File: config.mk
export PLATFORM = sky130hd
export DESIGN_NAME = sn_ring_master
export DESIGN_NICKNAME = d
export VERILOG_FILES = /design/src/rtl/sn_ring_master.sv
export SDC_FILE = /design/constraint.sdc
export NUM_CORES = 1
export LEC_CHECK = 0
export CELL_PAD_IN_SITES_DETAIL_PLACEMENT = 0
export CELL_PAD_IN_SITES_GLOBAL_PLACEMENT = 1
export CORE_ASPECT_RATIO = 1.25
export CORE_UTILIZATION = 32
export DETAILED_ROUTE_END_ITERATION = 10
export GPL_TIMING_DRIVEN = 0
export PLACE_DENSITY = 0.93
export SKIP_CTS_REPAIR_TIMING = 1
export SLEW_MARGIN = 20
export SYNTH_ARGS = -nofsm -noshare
export SYNTH_HDL_FRONTEND = slang
export SYNTH_SLANG_ARGS = --single-unit
export TNS_END_PERCENT = 30
File: constraint.sdc
create_clock -name clk -period 5.2 [get_ports clk]
set_input_delay 1.04 -clock clk [delete_from_list [all_inputs] [get_ports clk]]
set_output_delay 1.04 -clock clk [all_outputs]
set_load 0.01 [all_outputs]
File: src/rtl/sn_ring_master.sv
// sn_ring_master: initiator for the SN control ring.
//
// Accepts one host command at a time and drives it into the head of the tile
// chain. It then waits for the ack/done pair to come back from the chain tail
// and returns a response (completion or timeout) to the host.
//
// Ports
//   clk, rst                  clock; synchronous active-high reset
//   cmd_valid / cmd_ready     host command handshake (op/tile/addr/len)
//   ring_op/tile/addr/len     command fields driven into the chain head
//   ring_ack, ring_done       returning ack/done from the chain tail
//   rsp_valid / rsp_ready     response handshake (err/tile/cycles)
//   dbg_state                 current FSM state, for observation only
//
// Handshakes: a transfer happens on a rising edge where valid && ready are both
// high. The command side is ready only in IDLE. Once rsp_valid rises, it and the
// rsp_* fields stay stable until the transfer.
module sn_ring_master #(
  parameter int TILE_WIDTH     = 4,
  parameter int ADDR_WIDTH     = 64,
  parameter int WL_LEN_BITS    = 32,
  parameter int OP_WIDTH       = 2,
  parameter int CNT_WIDTH      = 16,
  parameter int TIMEOUT_CYCLES = 1024
) (
  input  logic                   clk,
  input  logic                   rst,
  input  logic                   cmd_valid,
  output logic                   cmd_ready,
  input  logic [OP_WIDTH-1:0]    cmd_op,
  input  logic [TILE_WIDTH-1:0]  cmd_tile,
  input  logic [ADDR_WIDTH-1:0]  cmd_addr,
  input  logic [WL_LEN_BITS-1:0] cmd_len,
  output logic [OP_WIDTH-1:0]    ring_op,
  output logic [TILE_WIDTH-1:0]  ring_tile,
  output logic [ADDR_WIDTH-1:0]  ring_addr,
  output logic [WL_LEN_BITS-1:0] ring_len,
  input  logic                   ring_ack,
  input  logic                   ring_done,
  output logic                   rsp_valid,
  input  logic                   rsp_ready,
  output logic                   rsp_err,
  output logic [TILE_WIDTH-1:0]  rsp_tile,
  output logic [CNT_WIDTH-1:0]   rsp_cycles,
  output logic [1:0]             dbg_state
);

  typedef enum logic [1:0] {
    S_IDLE      = 2'd0,
    S_SEND      = 2'd1,
    S_WAIT_DONE = 2'd2,
    S_RESP      = 2'd3
  } state_e;

  localparam logic [CNT_WIDTH-1:0] TIMEOUT_CNT = CNT_WIDTH'(TIMEOUT_CYCLES);

  state_e                 state_q, state_d;
  logic [CNT_WIDTH-1:0]   cnt_q, cnt_d;
  logic                   cmd_ready_q, cmd_ready_d;
  logic [OP_WIDTH-1:0]    ring_op_q, ring_op_d;
  logic [TILE_WIDTH-1:0]  ring_tile_q, ring_tile_d;
  logic [ADDR_WIDTH-1:0]  ring_addr_q, ring_addr_d;
  logic [WL_LEN_BITS-1:0] ring_len_q, ring_len_d;
  logic                   rsp_valid_q, rsp_valid_d;
  logic                   rsp_err_q, rsp_err_d;
  logic [TILE_WIDTH-1:0]  rsp_tile_q, rsp_tile_d;
  logic [CNT_WIDTH-1:0]   rsp_cycles_q, rsp_cycles_d;

  // cnt_inc is the count including the current SEND/WAIT_DONE cycle; it is
  // what gets reported if the command finishes in this cycle.
  logic [CNT_WIDTH-1:0]   cnt_inc;
  logic                   timeout_hit;

  assign cnt_inc     = cnt_q + 1'b1;
  assign timeout_hit = (cnt_inc == TIMEOUT_CNT);

  always_comb begin
    state_d      = state_q;
    cnt_d        = cnt_q;
    cmd_ready_d  = cmd_ready_q;
    ring_op_d    = ring_op_q;
    ring_tile_d  = ring_tile_q;
    ring_addr_d  = ring_addr_q;
    ring_len_d   = ring_len_q;
    rsp_valid_d  = rsp_valid_q;
    rsp_err_d    = rsp_err_q;
    rsp_tile_d   = rsp_tile_q;
    rsp_cycles_d = rsp_cycles_q;

    unique case (state_q)
      S_IDLE: begin
        if (cmd_valid) begin
          ring_op_d   = cmd_op;
          ring_tile_d = cmd_tile;
          ring_addr_d = cmd_addr;
          ring_len_d  = cmd_len;
          cnt_d       = '0;
          cmd_ready_d = 1'b0;
          state_d     = S_SEND;
        end
      end

      S_SEND: begin
        cnt_d = cnt_inc;
        // done is only meaningful together with (or after) ack; a lone done
        // in SEND is ignored, so it cannot rescue a timeout here.
        if (ring_ack && ring_done) begin
          ring_op_d    = '0;
          rsp_valid_d  = 1'b1;
          rsp_err_d    = 1'b0;
          rsp_tile_d   = ring_tile_q;
          rsp_cycles_d = cnt_inc;
          state_d      = S_RESP;
        end else if (timeout_hit) begin
          ring_op_d    = '0;
          rsp_valid_d  = 1'b1;
          rsp_err_d    = 1'b1;
          rsp_tile_d   = ring_tile_q;
          rsp_cycles_d = cnt_inc;
          state_d      = S_RESP;
        end else if (ring_ack) begin
          ring_op_d = '0;
          state_d   = S_WAIT_DONE;
        end
      end

      S_WAIT_DONE: begin
        cnt_d = cnt_inc;
        // done takes priority over a timeout landing in the same cycle.
        if (ring_done || timeout_hit) begin
          rsp_valid_d  = 1'b1;
          rsp_err_d    = !ring_done;
          rsp_tile_d   = ring_tile_q;
          rsp_cycles_d = cnt_inc;
          state_d      = S_RESP;
        end
      end

      S_RESP: begin
        if (rsp_ready) begin
          rsp_valid_d = 1'b0;
          cmd_ready_d = 1'b1;
          state_d     = S_IDLE;
        end
      end

      default: state_d = S_IDLE;
    endcase
  end

  always_ff @(posedge clk) begin
    if (rst) begin
      state_q      <= S_IDLE;
      cnt_q        <= '0;
      cmd_ready_q  <= 1'b1;
      ring_op_q    <= '0;
      ring_tile_q  <= '0;
      ring_addr_q  <= '0;
      ring_len_q   <= '0;
      rsp_valid_q  <= 1'b0;
      rsp_err_q    <= 1'b0;
      rsp_tile_q   <= '0;
      rsp_cycles_q <= '0;
    end else begin
      state_q      <= state_d;
      cnt_q        <= cnt_d;
      cmd_ready_q  <= cmd_ready_d;
      ring_op_q    <= ring_op_d;
      ring_tile_q  <= ring_tile_d;
      ring_addr_q  <= ring_addr_d;
      ring_len_q   <= ring_len_d;
      rsp_valid_q  <= rsp_valid_d;
      rsp_err_q    <= rsp_err_d;
      rsp_tile_q   <= rsp_tile_d;
      rsp_cycles_q <= rsp_cycles_d;
    end
  end

  assign cmd_ready  = cmd_ready_q;
  assign ring_op    = ring_op_q;
  assign ring_tile  = ring_tile_q;
  assign ring_addr  = ring_addr_q;
  assign ring_len   = ring_len_q;
  assign rsp_valid  = rsp_valid_q;
  assign rsp_err    = rsp_err_q;
  assign rsp_tile   = rsp_tile_q;
  assign rsp_cycles = rsp_cycles_q;
  assign dbg_state  = state_q;

endmodule

==> results of run 1 <==
cells in the mapped netlist, types with 2 or more instances:
| cell type | number |
|---|---|
| buf_1 | 4 |
| a22oi_1 | 5 |
| clkbuf_1 | 37 |
| o32ai_1 | 2 |
| mux2i_1 | 10 |
| o21bai_1 | 2 |
| or2_2 | 2 |
| ha_1 | 6 |
| and3_1 | 3 |
| inv_1 | 12 |
| buf_2 | 9 |
| o41ai_1 | 2 |
| nor3b_1 | 2 |
| and2_1 | 2 |
| or3_1 | 4 |
| or3_2 | 2 |
| a211oi_1 | 15 |
| xor2_1 | 4 |
| xnor2_1 | 11 |
| nand3_1 | 11 |
| dfxtp_1 | 143 |
| nor2_1 | 48 |
| nand2b_1 | 6 |
| nand2_1 | 214 |
| o21ai_0 | 18 |
| nand4_1 | 3 |
| a21oi_1 | 119 |
| nor4_1 | 3 |
power by group through the flow:
stage	registers [mW]	clock network [mW]	logic, mW
2_1_floorplan	1.53	0	0.749
3_3_place_gp	1.44	0	1.58
3_5_place_dp	1.45	0	1.58
4_1_cts	1.43	1.22	1.59
5_1_grt	1.46	1.26	1.74
6_report	1.43	1.20	1.57
cell type report:
class	instances	area [µm²]	area share, %
well taps	224	280	3.16
repair buffers	233	2330	26.3
clock buffers	19	433	4.87
clock inverters	13	140	1.58
plain buffers	51	206	2.32
flip-flops and latches	143	2860	32.2
inverters	12	45.0	0.507
multi-input cells	512	2580	29.1
critical path: stages (launching register included):
cell and delay (ns):
dfxtp_1 0.57, ha_1 0.33, nand3_1 0.15, nor3b_1 0.50
mux2i_1 0.40, nand3_1 0.12, or4b_4 0.60, a221o_1 0.36
a221oi_2 0.25
registers in the layout (all words and copies together), names as in the netlist:
name        flops
cmd_ready       1
cnt_q          16
dbg_state       2
ring_addr      64
ring_len       32
ring_op         2
ring_tile       4
rsp_cycles     16
rsp_err         1
rsp_tile        4
rsp_valid       1
worst max-delay path by stage:
stage / to / slack, ns / cells past startpoint
2_1_floorplan: dbg_state[0]$_SDFFE_PP0P_ / 2.31 / 8
3_3_place_gp: dbg_state[0]$_SDFFE_PP0P_ / 1.89 / 8
3_5_place_dp: rsp_cycles[7]$_SDFFE_PP0P_ / 1.84 / 9
4_1_cts: rsp_cycles[7]$_SDFFE_PP0P_ / 1.85 / 9
5_1_grt: rsp_cycles[3]$_SDFFE_PP0P_ / 1.64 / 9
6_report: dbg_state[0]$_SDFFE_PP0P_ / 1.84 / 8
cell families (layout without fill, tap and decap cells):
logic type      after synthesis  in the layout  synth area share, %
simple gates                306            306                 22.5
compound gates              175            175                 17.5
flops                       143            143                 50.3
buf+inv                      63            328                 4.42
xor+xnor                     15             15                 2.31
mux                          10             10                 1.76
fa+ha+maj                     6              6                 1.32
routing by layer:
layer  vias to the layer above  global-route usage [%]
met2                       193                    33.5
met3                        18                    7.45
met1                      2592                    20.5
met5                         -                       0
met4                         2                    7.10
li1                       2901                       -
through the flow:
step                hold WS [ns]  utilization, %  std cells  power, mW
floorplan                  0.481               -        718       2.28
global placement           0.440            47.7       1175       3.02
detailed placement         0.446            47.7       1175       3.04
CTS                        0.454            50.9       1207       4.24
global route               0.465            50.9       1207       4.46
finish                     0.452            50.9       1207       4.20
==> results.md, run 1 <==
* Clock group share of total power at 28.5%
* R2R Setup Slk at 1.84 ns
* Vias in the first global route at 5333
* Critical Path AT at 3.69 ns
* Largest cells by area after synthesis: dfxtp_1 (50%), nand2_1 (14%), a21oi_1 (10%)
* Unrepaired setup endpoints after global routing: no
* Post-synth EDFFs at 0
* Die ar. at 18300 µm²
* Sequential share of the synthesized area at 50.3%
* Final period utilization at 64.7%
* Share of the synthesized area in the top cell type at 50.3%
* Synthesis-to-finish area growth at 55.9%
* Critical path launch point type: flip-flop
* Core area at 17400 µm²
* Setup TNS at 0 ns
* Met3 wire length at 1440 µm
* Largest net degree at the start of global routing at 17
* Met2 WL at 8790 µm
* Syn Inst Count at 718
* Min-Delay Endpoint: ring_addr[14]$_SDFFE_PP0P_
* Rel. slew slack at 36.1%
* Yosys cell types at 47
* Clock root cell: clkbuf_16
* Part of the power in registers at 34.1%
* Internal power at 2.71 mW
* Num Clock Sinks at 143
* Cell taking the most area after synthesis: dfxtp_1
* Pre-CTS setup slack at 1.84 ns
* Final setup viols at 0
* Hold Vio Cnt, Final at 0
* Wirelength, routed at 17500 µm
* CTS tree: yes
* Max-cap viol count at 0
* Worst Hold Class: reg -> reg
* Most frequent cells in the layout: clkdlybuf4s50_1 (233), nand2_1 (214), dfxtp_1 (143)
* Fraction of layout cells with a size suffix above 1 at 5.19%
* Placed inst area at 8310 µm²
* Nets at 1084
* Drt first-iter violations at 222
* Gpl congestion at 0.825
* Final non-filler cell area at 8880 µm²
* Sw Ratio at 35.3%
* RR Endpoint: dbg_state[0]$_SDFFE_PP0P_
* Ys flop type: dfxtp_1
* Origin of the critical flop-to-flop path: cnt_q[0]$_SDFFE_PP0P_
* Clk pin slew, worst setup/hold paths at 0.06 ns
* CP Capture Type: flip-flop
* Fin. max-slew vios at 0
* Post-synthesis instance area at 5700 µm²
* Tot GR Track Use at 19.1%
* Die Wd at 121 µm
* Detail Placement HPWL at 13100 µm
* Row count at 54
* Ports at 235
* Pwr Density at 473 nW/µm²
* Number of antenna violations at the first check in global routing at 1
* Max H-tree Level at 4
* Number of synthesis warnings at 0
* Global-route wire length before repair at 26900 µm
* Vias per cell at 4.73
* Crit. Startpoint: cnt_q[0]$_SDFFE_PP0P_
* IO buf count at 233
* Hold Crit Depth at 2
* Fmax at 297 MHz
* Fin crit period at 3.36 ns
* Worst Tran Pin Value at 0.948 ns
* Crit Path Max Fanout at 9
* Filler cells at 1710
* Final worst setup slack at 1.84 ns
* Wire length on met1 at 6970 µm
* Commonest non-fill, non-tap cell in the layout: clkdlybuf4s50_1
* Avg Synthesized Cell Area at 7.93 µm²
* Logic pwr share at 37.4%
* Peak supply drop at 0.186 mV
* Hold Startpoint: ring_addr[14]$_SDFFE_PP0P_
* GRT overflow at 0
* Worst-skew pair later-pin latency at 0.42 ns
* Leakage at 3.21 nW
* Required @ worst endpoint at 5.53 ns
* First-pass DRT Iterations at 5
* Async S/R FF share, synth at 0%
* Synth Register Bits at 143
* Outcome: finished, final reports clean
* Die Ht at 151 µm
* DRC Markers at 0
* Switching power at 1.48 mW
* R2R cell count at 8
* Via count at 5706
* DR top layer: met5
* CP Class: reg -> reg
* Final ANT Viol Nets at 0
* TritonCTS Buffers at 17
* Clock Path Buffers at 2
* Net Count, Synth at 832
* DR WL/cell at 14.5 µm
* Clock skew at 0.0118 ns
* ANT cells at 0
* Initial Util at 32.7%
No activity file was read; power rests on OpenSTA's default activity.
==> run 2, diff against run 1 <==
- CORE_UTILIZATION: 32 -> 30
- PLACE_DENSITY: 0.93 -> 0.89
- clock period: 5.2 -> 3.35 ns (I/O delays scaled with it)
==> results.md, run 2 (synthesis gave the netlist of run 1 again) <==
* Tot GR Track Use at 18.5% (was 19.1%)
* Worst path slowest cell: or4b_4 (unchanged)
* CP Class: reg -> reg (unchanged)
* Fin. max-slew vios at 0 (unchanged)
* Clock skew at 0.00951 ns (was 0.0118 ns)
* Slowest Stage Delay on Critical Path at 0.55 ns (was 0.60 ns)
* Final non-filler cell area at 9010 µm² (was 8880 µm²)
* R2R cell count at 9 (was 8)
* Initial Util at 30.4% (was 32.7%)
* Rel. slew slack at 33.4% (was 36.1%)
* Fmax at 321 MHz (was 297 MHz)
* Global-route wire length before repair at 28200 µm (was 26900 µm)
* GRT overflow at 0 (unchanged)
* Die Wd at 125 µm (was 121 µm)
* Unrepaired setup endpoints after global routing: no (unchanged)
* Hold Vio Cnt, Final at 0 (unchanged)
* Vias per cell at 4.71 (was 4.73)
* Wirelength, routed at 17700 µm (was 17500 µm)
* Finished Core Util at 48.2% (was 50.9%)
* Crit. Startpoint: cnt_q[1]$_SDFFE_PP0P_ (was cnt_q[0]$_SDFFE_PP0P_)
* Drt first-iter violations at 309 (was 222)
* Gpl congestion at 0.860 (was 0.825)
* DR WL/cell at 14.6 µm (was 14.5 µm)
* CP Capture Type: flip-flop (unchanged)
* Vias in the first global route at 5466 (was 5333)
* Via count at 5727 (was 5706)
* RR Endpoint: dbg_state[0]$_SDFFE_PP0P_ (unchanged)
* Pwr Density at 763 nW/µm² (was 473 nW/µm²)
* Fraction of layout cells with a size suffix above 1 at 5.70% (was 5.19%)
* Commonest non-fill, non-tap cell in the layout: clkdlybuf4s50_1 (unchanged)
* Cell depth of the worst setup path at 9 (was 8)
* Max H-tree Level at 4 (unchanged)
* Detail Placement HPWL at 13200 µm (was 13100 µm)
* Clk pin slew, worst setup/hold paths at 0.06 ns (about the same)
* Fin crit period at 3.12 ns (was 3.36 ns)
* Critical path launch point type: flip-flop (unchanged)
* Synthesis-to-finish area growth at 58.2% (was 55.9%)
* Hold Startpoint: ring_addr[37]$_SDFFE_PP0P_ (was ring_addr[14]$_SDFFE_PP0P_)
* Core area at 18700 µm² (was 17400 µm²)
* Worst Tran Pin Value at 0.988 ns (was 0.948 ns)
* Hold Slack at 0.451 ns (was 0.452 ns)
* Num Clock Sinks at 143 (unchanged)
* Largest net degree at the start of global routing at 17 (unchanged)
* Number of antenna violations at the first check in global routing at 1 (unchanged)
* Worst Hold Class: reg -> reg (unchanged)
* Die ar. at 19500 µm² (was 18300 µm²)
* Max reg flops at 64 (unchanged)
* Placed inst area at 8320 µm² (was 8310 µm²)
* Clock Path Buffers at 2 (unchanged)
* Leakage at 3.27 nW (was 3.21 nW)
* Max-cap viol count at 0 (unchanged)
* Critical Path AT at 3.45 ns (was 3.69 ns)
* Origin of the critical flop-to-flop path: cnt_q[1]$_SDFFE_PP0P_ (was cnt_q[0]$_SDFFE_PP0P_)
* Final setup viols at 0 (unchanged)
* CTS tree: yes (unchanged)
* Crit Path Max Fanout at 10 (was 9)
* Clock root cell: clkbuf_16 (unchanged)
* CP Cell Sequence: ha_1 -> nand3_1 -> buf_4 -> nor4_1 -> xnor2_1 -> nand4_1 -> or4b_4 -> a221o_1 -> a221oi_2 (was ha_1 -> nand3_1 -> nor3b_1 -> mux2i_1 -> nand3_1 -> or4b_4 -> a221o_1 -> a221oi_2)
* Row count at 56 (was 54)
* Non-Filler Instances at 1215 (was 1207)
* Outcome: finished, violations left (was finished, final reports clean)
* Most frequent cells in the layout: clkdlybuf4s50_1 (233), nand2_1 (214), dfxtp_1 (142) (was clkdlybuf4s50_1 (233), nand2_1 (214), dfxtp_1 (143))
* DRC Markers at 8 (was 0)
* Die Ht at 156 µm (was 151 µm)
* Ports at 235 (unchanged)
* Nets at 1084 (unchanged)
* Required @ worst endpoint at 3.68 ns (was 5.53 ns)
* Failing checks: DRC
* Peak supply drop at 0.299 mV (was 0.186 mV)
* Dpl cells at 1183 (was 1175)
* CP Buf/Inv Count at 1 (was 0)
* Worst-skew pair later-pin latency at 0.42 ns (about the same)
* Final period utilization at 93.0% (was 64.7%)
* R2R Setup Slk at 0.23 ns (was 1.84 ns)
* ANT cells at 0 (unchanged)
* Delay-heaviest family, CP: simple AND/OR/NAND/NOR gates (unchanged)
* Setup crit end: dbg_state[0]$_SDFFE_PP0P_ (unchanged)
* TritonCTS Buffers at 17 (unchanged)
* First-pass DRT Iterations at 8 (was 5)
* Final ANT Viol Nets at 0 (unchanged)
* IO buf count at 233 (unchanged)
run 2: through the flow:
stage / power (mW) / setup slack (ns) / setup TNS, ns
2_1_floorplan: 3.54 / 0.455 / 0
3_3_place_gp: 4.71 / 0.0199 / 0
3_5_place_dp: 4.73 / -0.00955 / -0.00955
4_1_cts: 6.95 / -0.0101 / -0.0188
5_1_grt: 7.32 / 0.0109 / 0
6_report: 6.87 / 0.233 / 0
run 2: routing by layer:
| metal | vias to the layer above | global-route usage [%] | share of wire, % |
|---|---|---|---|
| met3 | 32 | 8.61 | 9.6 |
| met1 | 2572 | 19.0 | 39 |
| met5 | - | 0 | 0.079 |
| met4 | 2 | 7.72 | 2.3 |
| met2 | 211 | 32.5 | 49 |
| li1 | 2910 | - | - |
run 2: area by class of cell:
type                       count  area [µm²]
inverter                      12        45.0
timing repair buffer         233        2330
sequential                   143        2860
tap                          232         290
buffer                        51         210
clock buffer                  17         425
clock inverter                15         255
multi-input combinational    512        2590
fill                        1828        9700
run 2: how the worst min path moves through the flow:
| stage | end | slack (ns) | depth (start not counted) |
|---|---|---|---|
| after floorplan | ring_addr[0]$_SDFFE_PP0P_ | 0.48 | 2 |
| after global placement | ring_addr[1]$_SDFFE_PP0P_ | 0.44 | 2 |
| after detailed placement | ring_addr[63]$_SDFFE_PP0P_ | 0.45 | 2 |
| after CTS | ring_addr[63]$_SDFFE_PP0P_ | 0.45 | 2 |
| after global routing | ring_addr[49]$_SDFFE_PP0P_ | 0.47 | 2 |
| final | ring_addr[37]$_SDFFE_PP0P_ | 0.45 | 2 |
run 2: power by group:
part           leakage [nW]  total [mW]  switching (mW)  internal [mW]
logic                  1.78        2.46            1.37           1.10
registers              1.17        2.21           0.185           2.03
clock network         0.326        2.19           0.784           1.41
run 2: worst reg2reg max path: cells and delay by family (launching register included):
family	cells	cell delay (ns)
buf+inv	1	0.21
compound gates	2	0.61
simple gates	4	1.15
xor+xnor	1	0.28
fa+ha+maj	1	0.30
flops	1	0.48
